**src/rtl/pe_cfg_pkg.sv**
```systemverilog
// rtl/pe_cfg_pkg.sv - shared types and constants for pe_cfg_loader; CFG_CHECKSUM_EN adds the CHECK state
`ifndef INST_SIZE
`define INST_SIZE 32
`endif

package pe_cfg_pkg;

    localparam int SLOTS_PER_PE = 2;

    // The header length field starts at bit 0 and is one bit wider than a slot address,
    // so a full image (NUM_PE*2 words) is representable.
    localparam int HDR_LSB     = 0;
    localparam int HDR_EXTRA_W = 1;

`ifdef CFG_CHECKSUM_EN
    typedef enum logic [1:0] {
        IDLE  = 2'd0,
        LOAD  = 2'd1,
        CHECK = 2'd2,
        RUN   = 2'd3
    } cfg_state_t;
`else
    typedef enum logic [1:0] {
        IDLE = 2'd0,
        LOAD = 2'd1,
        RUN  = 2'd3
    } cfg_state_t;
`endif

endpackage

```
**src/rtl/cfg_checksum.sv**
```systemverilog
// rtl/cfg_checksum.sv - clear/enable XOR accumulator over the loaded instruction words
module cfg_checksum
    import pe_cfg_pkg::*;
#(
    parameter int W = 32
) (
    input  logic         clk,
    input  logic         rst,
    input  logic         clr,
    input  logic         en,
    input  logic [W-1:0] data,
    output logic [W-1:0] acc
);

    always_ff @(posedge clk) begin
        if (rst || clr) begin
            acc <= '0;
        end else if (en) begin
            acc <= acc ^ data;
        end
    end

endmodule

```
**src/rtl/pe_cfg_loader.sv**
```systemverilog
// rtl/pe_cfg_loader.sv - streams a header plus N instruction words into PE slots; CFG_CHECKSUM_EN adds checksum verify
module pe_cfg_loader
    import pe_cfg_pkg::*;
#(
    parameter int NUM_PE = 16,
    parameter int INST_W = `INST_SIZE,
    parameter int ADDR_W = $clog2(NUM_PE * SLOTS_PER_PE)
) (
    input  logic              clk,
    input  logic              rst,
    input  logic [INST_W-1:0] inWord,
    input  logic              inValid,
    output logic              inReady,
    output logic              cfgWe,
    output logic [ADDR_W-1:0] cfgAddr,
    output logic [INST_W-1:0] cfgInst,
    output logic              arrayRun,
    output logic              busy,
    output logic              cfgErr
);

    localparam int               HDR_W = ADDR_W + HDR_EXTRA_W;
    localparam logic [HDR_W-1:0] MAX_N = HDR_W'(NUM_PE * SLOTS_PER_PE);

    cfg_state_t        state;
    cfg_state_t        state_n;
    logic [HDR_W-1:0]  cnt;
    logic [ADDR_W-1:0] addr;
    logic              flush;
    logic              accept;
    logic [HDR_W-1:0]  hdr_n;
    logic              hdr_zero;
    logic              hdr_big;
    logic              last_word;

    assign accept    = inValid & inReady;
    assign hdr_n     = inWord[HDR_LSB +: HDR_W];
    assign hdr_zero  = (hdr_n == '0);
    assign hdr_big   = (hdr_n > MAX_N);
    assign last_word = (cnt == HDR_W'(1));

`ifdef CFG_CHECKSUM_EN
    logic [INST_W-1:0] acc;
    logic              sum_ok;

    cfg_checksum #(.W(INST_W)) u_checksum (
        .clk  (clk),
        .rst  (rst),
        .clr  (accept && (state == IDLE || state == RUN)),
        .en   (accept && (state == LOAD)),
        .data (inWord),
        .acc  (acc)
    );

    assign sum_ok = (inWord == acc);
    assign busy   = (state == LOAD) || (state == CHECK);
`else
    assign busy   = (state == LOAD);
`endif

    always_comb begin
        state_n = state;
        case (state)
            IDLE, RUN: begin
                if (accept) begin
                    if (hdr_zero) state_n = RUN;
                    else if (hdr_big) state_n = IDLE;
                    else state_n = LOAD;
                end
            end
            LOAD: begin
                if (accept && last_word) begin
`ifdef CFG_CHECKSUM_EN
                    state_n = CHECK;
`else
                    state_n = RUN;
`endif
                end
            end
`ifdef CFG_CHECKSUM_EN
            CHECK: begin
                if (accept) state_n = sum_ok ? RUN : IDLE;
            end
`endif
            default: state_n = IDLE;
        endcase
    end

    always_ff @(posedge clk) begin
        if (rst) begin
            state    <= IDLE;
            cnt      <= '0;
            addr     <= '0;
            flush    <= 1'b0;
            inReady  <= 1'b0;
            cfgWe    <= 1'b0;
            cfgAddr  <= '0;
            cfgInst  <= '0;
            arrayRun <= 1'b0;
            cfgErr   <= 1'b0;
        end else begin
            state   <= state_n;
            inReady <= 1'b1;
            cfgWe   <= 1'b0;
            case (state)
                IDLE, RUN: begin
                    if (accept) begin
                        cfgErr   <= hdr_big;
                        arrayRun <= 1'b0;
                        flush    <= 1'b0;
                        cnt      <= hdr_n;
                        addr     <= '0;
                    end else if (state == RUN) begin
                        // One flush cycle after the last write lets the PEs sample it first.
                        if (flush) flush <= 1'b0;
                        else arrayRun <= 1'b1;
                    end
                end
                LOAD: begin
                    if (accept) begin
                        cfgWe   <= 1'b1;
                        cfgAddr <= addr;
                        cfgInst <= inWord;
                        addr    <= addr + 1'b1;
                        cnt     <= cnt - 1'b1;
`ifndef CFG_CHECKSUM_EN
                        flush   <= last_word;
`endif
                    end
                end
`ifdef CFG_CHECKSUM_EN
                CHECK: begin
                    if (accept && !sum_ok) cfgErr <= 1'b1;
                end
`endif
                default: ;
            endcase
        end
    end

endmodule
```
**config.mk**
```make
export PLATFORM = sky130hd
export DESIGN_NAME = pe_cfg_loader
export DESIGN_NICKNAME = d
export VERILOG_FILES = /design/src/rtl/pe_cfg_pkg.sv /design/src/rtl/cfg_checksum.sv /design/src/rtl/pe_cfg_loader.sv
export SDC_FILE = /design/constraint.sdc
export NUM_CORES = 1
export LEC_CHECK = 0
export ABC_CLOCK_PERIOD_IN_PS = 1500
export BUFFER_PORTS_ARGS = -buffer_cell sky130_fd_sc_hd__buf_2
export CORE_AREA = 2 2 75 77
export DETAILED_ROUTE_END_ITERATION = 16
export DIE_AREA = 0 0 77 79
export PLACE_DENSITY = 0.75
export SLEW_MARGIN = 20
export SYNTH_ARGS = -nofsm -noshare
export SYNTH_HDL_FRONTEND = slang
export SYNTH_SLANG_ARGS = --single-unit
```
**constraint.sdc**
```tcl
create_clock -name clk -period 1.5 [get_ports clk]
set_input_delay 0.375 -clock clk [delete_from_list [all_inputs] [get_ports clk]]
set_output_delay 0.375 -clock clk [all_outputs]
set_load 0.01 [all_outputs]
```
==> metrics.yaml, run 1 <==
ys_ff_latch: 55
postPlaceCellArea_sq_um: 2750
tightest_slew_ps: 360
drcViolationCount: 0
clk_pin_slew_worst_paths_ps: 100
synth_adder_area_share_pct: 3.35
timing.rr.start: "state[1]$_SDFFE_PP0P_"
fin_area_sq_um: 2950
failed_checks: "negative setup slack"
synth.mux.area_fraction_pct: 0.502
maxCapViolCount: 0
power_density_nw_per_um2: 1010
critPathArrivalTime_ps: 1130
power.total_mw: 2.96
crit_top_cell: "buf_6"
antenna_found_initial: 0
wl_microns: 5420
yosys-top-cells-area: "dfxtp_1 49%, nand2_1 14%, a21oi_1 11%"
final-setup-viol-count: 1
yosys_warnings: 0
synthCells: 278
holdWs_ps: 293
critPathTopFamily: "flip-flops"
max_freq_mhz: 667
finalWorstSetupSlack_ps: -0.196
synth_top_family_by_area: "simple AND/OR/NAND/NOR gates"
rsz0062_at_grt: "true"
nNetsFinal: 400
dieArea_sq_um: 6080
vias: 2146
start_util_pct: 42.0
synth_top_cell_by_area: "dfxtp_1"
hp-start: "inWord[27]"
synth_xor_area_share_pct: 1.17
drtPass1Iterations: 4
core_area_sq_um: 5340
finalCritPeriodShare_pct: 100
numCtsBuffers: 5
synth_flop_cell: "dfxtp_1"
async_flop_share_pct: 0
overflow: 0
htree_num_levels: 2
die_y_microns: 79
cpMaxStageDelayCell: "dfxtp_4"
grt_pass1_wl_microns: 8580
synth.distinct_cells: 34
endpoint_kind: "output pin"
cts_buffer_depth: 2
synth_top_area_share_pct: 49.1
die_w_microns: 77
track_usage_pct: 17.5
io_buffers: 76
ys_top_cells_by_count: "82 x nand2_1, 55 x dfxtp_1, 48 x a21oi_1"
antenna_cells: 0
cts_tree: "done"
synthesis.nets: 319
worst-r2r-cell-count: 6
ys_seq_area_share_pct: 49.1
cp_cell_sequence: "inv_2, ha_4, buf_6, buf_6"
path_max_fanout: 6
synth-simple-area-share_pct: 22.6
drive_gt1_share_pct: 32.2
syn_area_sq_um: 2240
place.gp.congestion: 0.873
rows: 27
critPathMaxStageDelay_ps: 370
finalClockSkew_ps: 7.72
clk-insertion-delay-late_ps: 300
synth_edf_count: 0
hold_viol_final: 0
io_pins: 77
postCtsHoldBufs: 0
crit_required_ps: 1120
avgRoutedWirePerCell_microns: 12.5
post-route-util_pct: 55.2
setup_tns_ps: -0.196
drt-initial-drc-count: 80
grt_pass1_vias: 1853
cts_root_buf: "clkbuf_8"
grt_start_max_net_pins: 33
syn2layout_area_growth_pct: 31.4
syn_avg_cell_area_sq_um: 8.07
min_path_cells: 3
path_class: "flop to output pin"
worstSetupStartpoint: "state[1]$_SDFFE_PP0P_"
hold_path_class: "input port to flop"
antenna_left: 0
start_kind: "flop"
cp.depth: 4
synth_compound_gate_area_share_pct: 17.5
ir_worst_vdd_uv: 634
status: "finished, violations left"
critPathBufInv: 3
synth_most_common_cell: "nand2_1"
dpl.hpwl_microns: 3790
clock_sinks: 55
period_needed_ps: 1500
report.final.slew_viol_count: 0
via_per_inst: 4.97
relSlewSlack_pct: 75.9
p_leak_nw: 1.25
-- sequential cells by signal (all words and copies together), names as in the netlist --
register / count
cfgInst: 32
cnt: 6
addr: 5
cfgAddr: 5
state: 2
arrayRun: 1
cfgErr: 1
cfgWe: 1
flush: 1
inReady: 1
-- timing repair --
item	in CTS	in global routing
buffers inserted	2	1
endpoints found under the setup margin	7	4
gates cloned	0	1
resized for setup	9	5
pin swaps	0	2
-- cell families after synthesis --
kind of cell,after synthesis
AO/OA/AOI/OAI,69
XOR/XNOR,3
adder cells (fa/ha/maj),6
buffers and inverters,24
flip-flops,55
multiplexers,1
AND/OR/NAND/NOR,120
-- layer usage --
metal,global-route usage (%),wire (microns),up-vias
li1,-,-,1094
met5,0,0,-
met1,21.7,2300,958
met3,4.20,399,10
met2,29.4,2620,84
met4,6.96,101,0
-- through the flow --
step                      std cells  setup slack (ps)
after detailed placement        420             -22.6
after global placement          420             -3.11
after floorplan                 278              24.9
after global routing            432             -36.0
final                           432            -0.196
after CTS                       430             -27.2
-- report_power, final --
group,total (mW),switching [mW],internal [mW]
registers,1.53,0.0368,1.50
clock network,1.03,0.482,0.550
logic,0.396,0.218,0.179
total,2.96,0.737,2.23
-- final cells by class --
type	count	area, sq um
fill	522	2390
multi-input combinational	200	1070
sequential	55	1110
inverter	7	26.3
clock buffer	6	82.6
timing repair buffer	90	533
clock inverter	2	38.8
tap	72	90.1
-- placed cells by master, fill, tap and decap left out, drive strengths merged, types with 2 or more instances in the layout --
cell type,count
nand4,3
o211a,3
a21oi,48
nand2,82
buf,90
o21ai,7
a211oi,3
dfxtp,55
xor2,3
nor2,20
ha,6
o32ai,2
clkbuf,6
nor2b,2
a31oi,2
nor3,3
inv,8
nand3,6
-- worst paths after layout --
path	endpoint	slack, ps
worst max-delay path	busy	-0.2
worst min-delay path	cfgInst[27]$_SDFFE_PP0P_	290
worst max register to register	cnt[3]$_SDFFE_PP0P_	60
worst min register to register	cfgInst[24]$_SDFFE_PP0P_	450
-- tightest hold or removal path, delay by kind of cell --
| kind | cells | cell delay, ps |
|---|---|---|
| buffers and inverters | 1 | 90 |
| AO/OA/AOI/OAI | 1 | 50 |
| AND/OR/NAND/NOR | 1 | 40 |
No activity file was read; power rests on OpenSTA's default activity.
==> inputs of run 2 (changes only) <==
GPL_TIMING_DRIVEN = 0   (was not set)
==> run 2 against run 1 <==
  * The flow still finishes with violations (negative setup slack)
  * Register-to-register slack worse by 70 ps
  * Combinational power down 8.6%
  * Cell count up 1.2%
  * Critical endpoint is now addr[4]$_SDFFE_PP0P_
  * Largest power group unchanged
  * Highest routed layer unchanged
==> metrics.yaml, run 2 (synthesis results as in run 1) <==
status: "finished, violations left"  # unchanged
failed_checks: "negative setup slack"  # unchanged
grt.busiest_layer: "met2"  # unchanged
p_sw_mw: 0.708  # was 0.737 mW
cts_tree: "done"  # unchanged
regMostFlops: "cfgInst"  # unchanged
timing.rr.start: "state[0]$_SDFFE_PP0P_"  # was state[1]$_SDFFE_PP0P_
clk-insertion-delay-late_ps: 310  # was 300 ps
syn2layout_area_growth_pct: 29.0  # was 31.4%
wl_microns: 5400  # was 5420 microns
start_kind: "flop"  # unchanged
overflow: 0  # unchanged
worst-r2r-cell-count: 7  # was 6
max_freq_mhz: 661  # was 667 MHz
postCtsHoldBufs: 0  # unchanged
critPathMaxStageDelay_ps: 390  # was 370 ps
antenna_found_initial: 0  # unchanged
report.final.slew_viol_count: 0  # unchanged
power_density_nw_per_um2: 986  # was 1010 nW/um^2
instances_no_fill: 437  # was 432
maxCapViolCount: 0  # unchanged
critPathTopFamily: "flip-flops"  # unchanged
grt_pass1_wl_microns: 8960  # was 8580 microns
finalWorstSetupSlack_ps: -12.8  # was -0.196 ps
dpl.hpwl_microns: 3810  # was 3790 microns
grt_pass1_vias: 1935  # was 1853
antenna_left: 0  # unchanged
post-route-util_pct: 54.2  # was 55.2%
crit_required_ps: 1700  # was 1120 ps
via_per_inst: 4.94  # was 4.97
final_common_cell: "nand2_1"  # unchanged
period_needed_ps: 1510  # was 1500 ps
pwr-share-clk_pct: 33.5  # was 34.8%
clk_pin_slew_worst_paths_ps: 90  # was 100 ps
core_area_sq_um: 5340  # unchanged
fillers: 519  # was 522
met1_usage_pct: 22.8  # was 21.7%
largestRegisters: "cfgInst x32, cnt x6"  # unchanged
final_cell_mix: "81 x nand2_1, 80 x buf_2, 52 x dfxtp_1, 48 x a21oi_1, 19 x nor2_1"  # was 81 x nand2_1, 75 x buf_2, 52 x dfxtp_1, 48 x a21oi_1, 19 x nor2_1
numCtsBuffers: 5  # unchanged
finalClockSkew_ps: 3.28  # was 7.72 ps
avgRoutedWirePerCell_microns: 12.4  # was 12.5 microns
clock_sinks: 55  # unchanged
rsz0062_at_grt: "true"  # unchanged
relSlewSlack_pct: 67.6  # was 75.9%
track_usage_pct: 18.5  # was 17.5%
die_w_microns: 77  # unchanged
r2r_end: "addr[4]$_SDFFE_PP0P_"  # was cnt[3]$_SDFFE_PP0P_
p_int_mw: 2.15  # was 2.23 mW
use_met3_pct: 4.32  # was 4.20%
cts_buffer_depth: 2  # unchanged
antenna_cells: 0  # unchanged
seq_power_share_pct: 53.8  # was 51.8%
cp_cell_sequence: "inv_2, ha_4, o211a_1, buf_6, nand4_1, xor2_1, nor2_1"  # was inv_2, ha_4, buf_6, buf_6
hold_viol_final: 0  # unchanged
switching_share_pct: 24.8  # was 24.9%
largest_register_ffs: 32  # unchanged
nNetsFinal: 406  # was 400
htree_num_levels: 2  # unchanged
io_pins: 77  # unchanged
place.gp.congestion: 0.842  # was 0.873
critPathArrivalTime_ps: 1720  # was 1130 ps
path_class: "flop to flop"  # was flop to output pin
endpoint_kind: "flop"  # was output pin
cpMaxStageDelayCell: "dfxtp_4"  # unchanged
worstSetupStartpoint: "state[0]$_SDFFE_PP0P_"  # was state[1]$_SDFFE_PP0P_
final-setup-viol-count: 2  # was 1
start_util_pct: 42.0  # unchanged
r2r_slack_ps: -10  # was 60 ps
grt_use_met2_pct: 31.1  # was 29.4%
drive_gt1_share_pct: 31.2  # was 32.2%
rows: 27  # unchanged
cts_root_buf: "clkbuf_8"  # unchanged
drtPass1Iterations: 4  # unchanged
holdWs_ps: 291  # was 293 ps
path_max_fanout: 6  # unchanged
io_buffers: 75  # was 76
vias: 2159  # was 2146
endpoint: "addr[4]$_SDFFE_PP0P_"  # was busy
grt_start_max_net_pins: 16  # was 33
drcViolationCount: 0  # unchanged
drt-initial-drc-count: 83  # was 80
cp.depth: 7  # was 4
p_leak_nw: 1.25  # about the same
ir_worst_vdd_uv: 418  # was 634 uV
finalCritPeriodShare_pct: 101  # was 100%
place_inst: 425  # was 420
die_y_microns: 79  # unchanged
dieArea_sq_um: 6080  # unchanged
tightest_slew_ps: 482  # was 360 ps
critPathBufInv: 2  # was 3
hold_path_class: "input port to flop"  # unchanged
p_comb_share_pct: 12.7  # was 13.4%
-- run 2: changes by cell type in the layout (fill, tap and decap cells not counted), sizes merged --
cell and delta:
o211a -1, clkbuf +6, inv -1, buf +1
-- run 2: power groups by stage --
stage          sequential (mW)  clock [mW]  combinational (mW)
2_1_floorplan             1.57           0               0.206
3_3_place_gp              1.57           0               0.331
3_5_place_dp              1.57           0               0.336
4_1_cts                   1.53       0.971               0.360
5_1_grt                   1.54        1.03               0.402
6_report                  1.54       0.956               0.362
-- run 2: layout make-up --
type,instances,area (sq um),share of cell area (%)
timing repair buffer,81,418,14.4
buffer,16,101,3.50
clock inverter,1,30.0,1.04
multi-input combinational,199,1040,36.1
sequential,55,1110,38.4
clock buffer,6,72.6,2.51
tap,72,90.1,3.11
inverter,7,26.3,0.908
-- run 2: timing repair --
| item | in CTS | in global routing |
|---|---|---|
| gates cloned | 1 | 0 |
| setup buffers | 3 | 2 |
| pin swaps | 4 | 5 |
| endpoints found under the setup margin | 39 | 27 |
| gates resized for setup | 11 | 4 |
-- run 2: worst min-delay path, delay by kind of cell --
kind	cells	cell delay (ps)
buf+inv	1	90
compound gates	1	50
simple gates	1	40
-- run 2: worst min-delay path by stage --
stage,startpoint,to,slack (ps),depth (start not counted)
after CTS,inWord[19],cfgInst[19]$_SDFFE_PP0P_,290,3
final,inWord[28],cfgInst[28]$_SDFFE_PP0P_,290,3
after detailed placement,cfgAddr[2]$_SDFFE_PP0P_,cfgAddr[2]$_SDFFE_PP0P_,440,2
after floorplan,addr[4]$_SDFFE_PP0P_,cfgAddr[4]$_SDFFE_PP0P_,440,2
after global routing,inWord[7],cfgInst[7]$_SDFFE_PP0P_,290,3
after global placement,cfgInst[11]$_SDFFE_PP0P_,cfgInst[11]$_SDFFE_PP0P_,440,2
-- run 2: metal layers --
layer | part of all wire [%] | routed length, microns | vias up
met1 | 43 | 2320 | 969
met2 | 48 | 2570 | 79
met4 | 1.7 | 92 | 0
li1 | - | - | 1103
met5 | 0 | 0 | -
met3 | 7.7 | 416 | 8
-- run 2: per-stage QoR --
stage	cell area [sq um]	power (mW)	setup WS [ps]	setup TNS, ps
floorplan	2260	1.78	24.9	0
global placement	2720	1.90	-180	-3360
detailed placement	2720	1.90	-165	-3350
CTS	2880	2.87	-17.8	-17.8
global route	2890	2.98	-66.6	-175
finish	2890	2.85	-12.8	-24.5
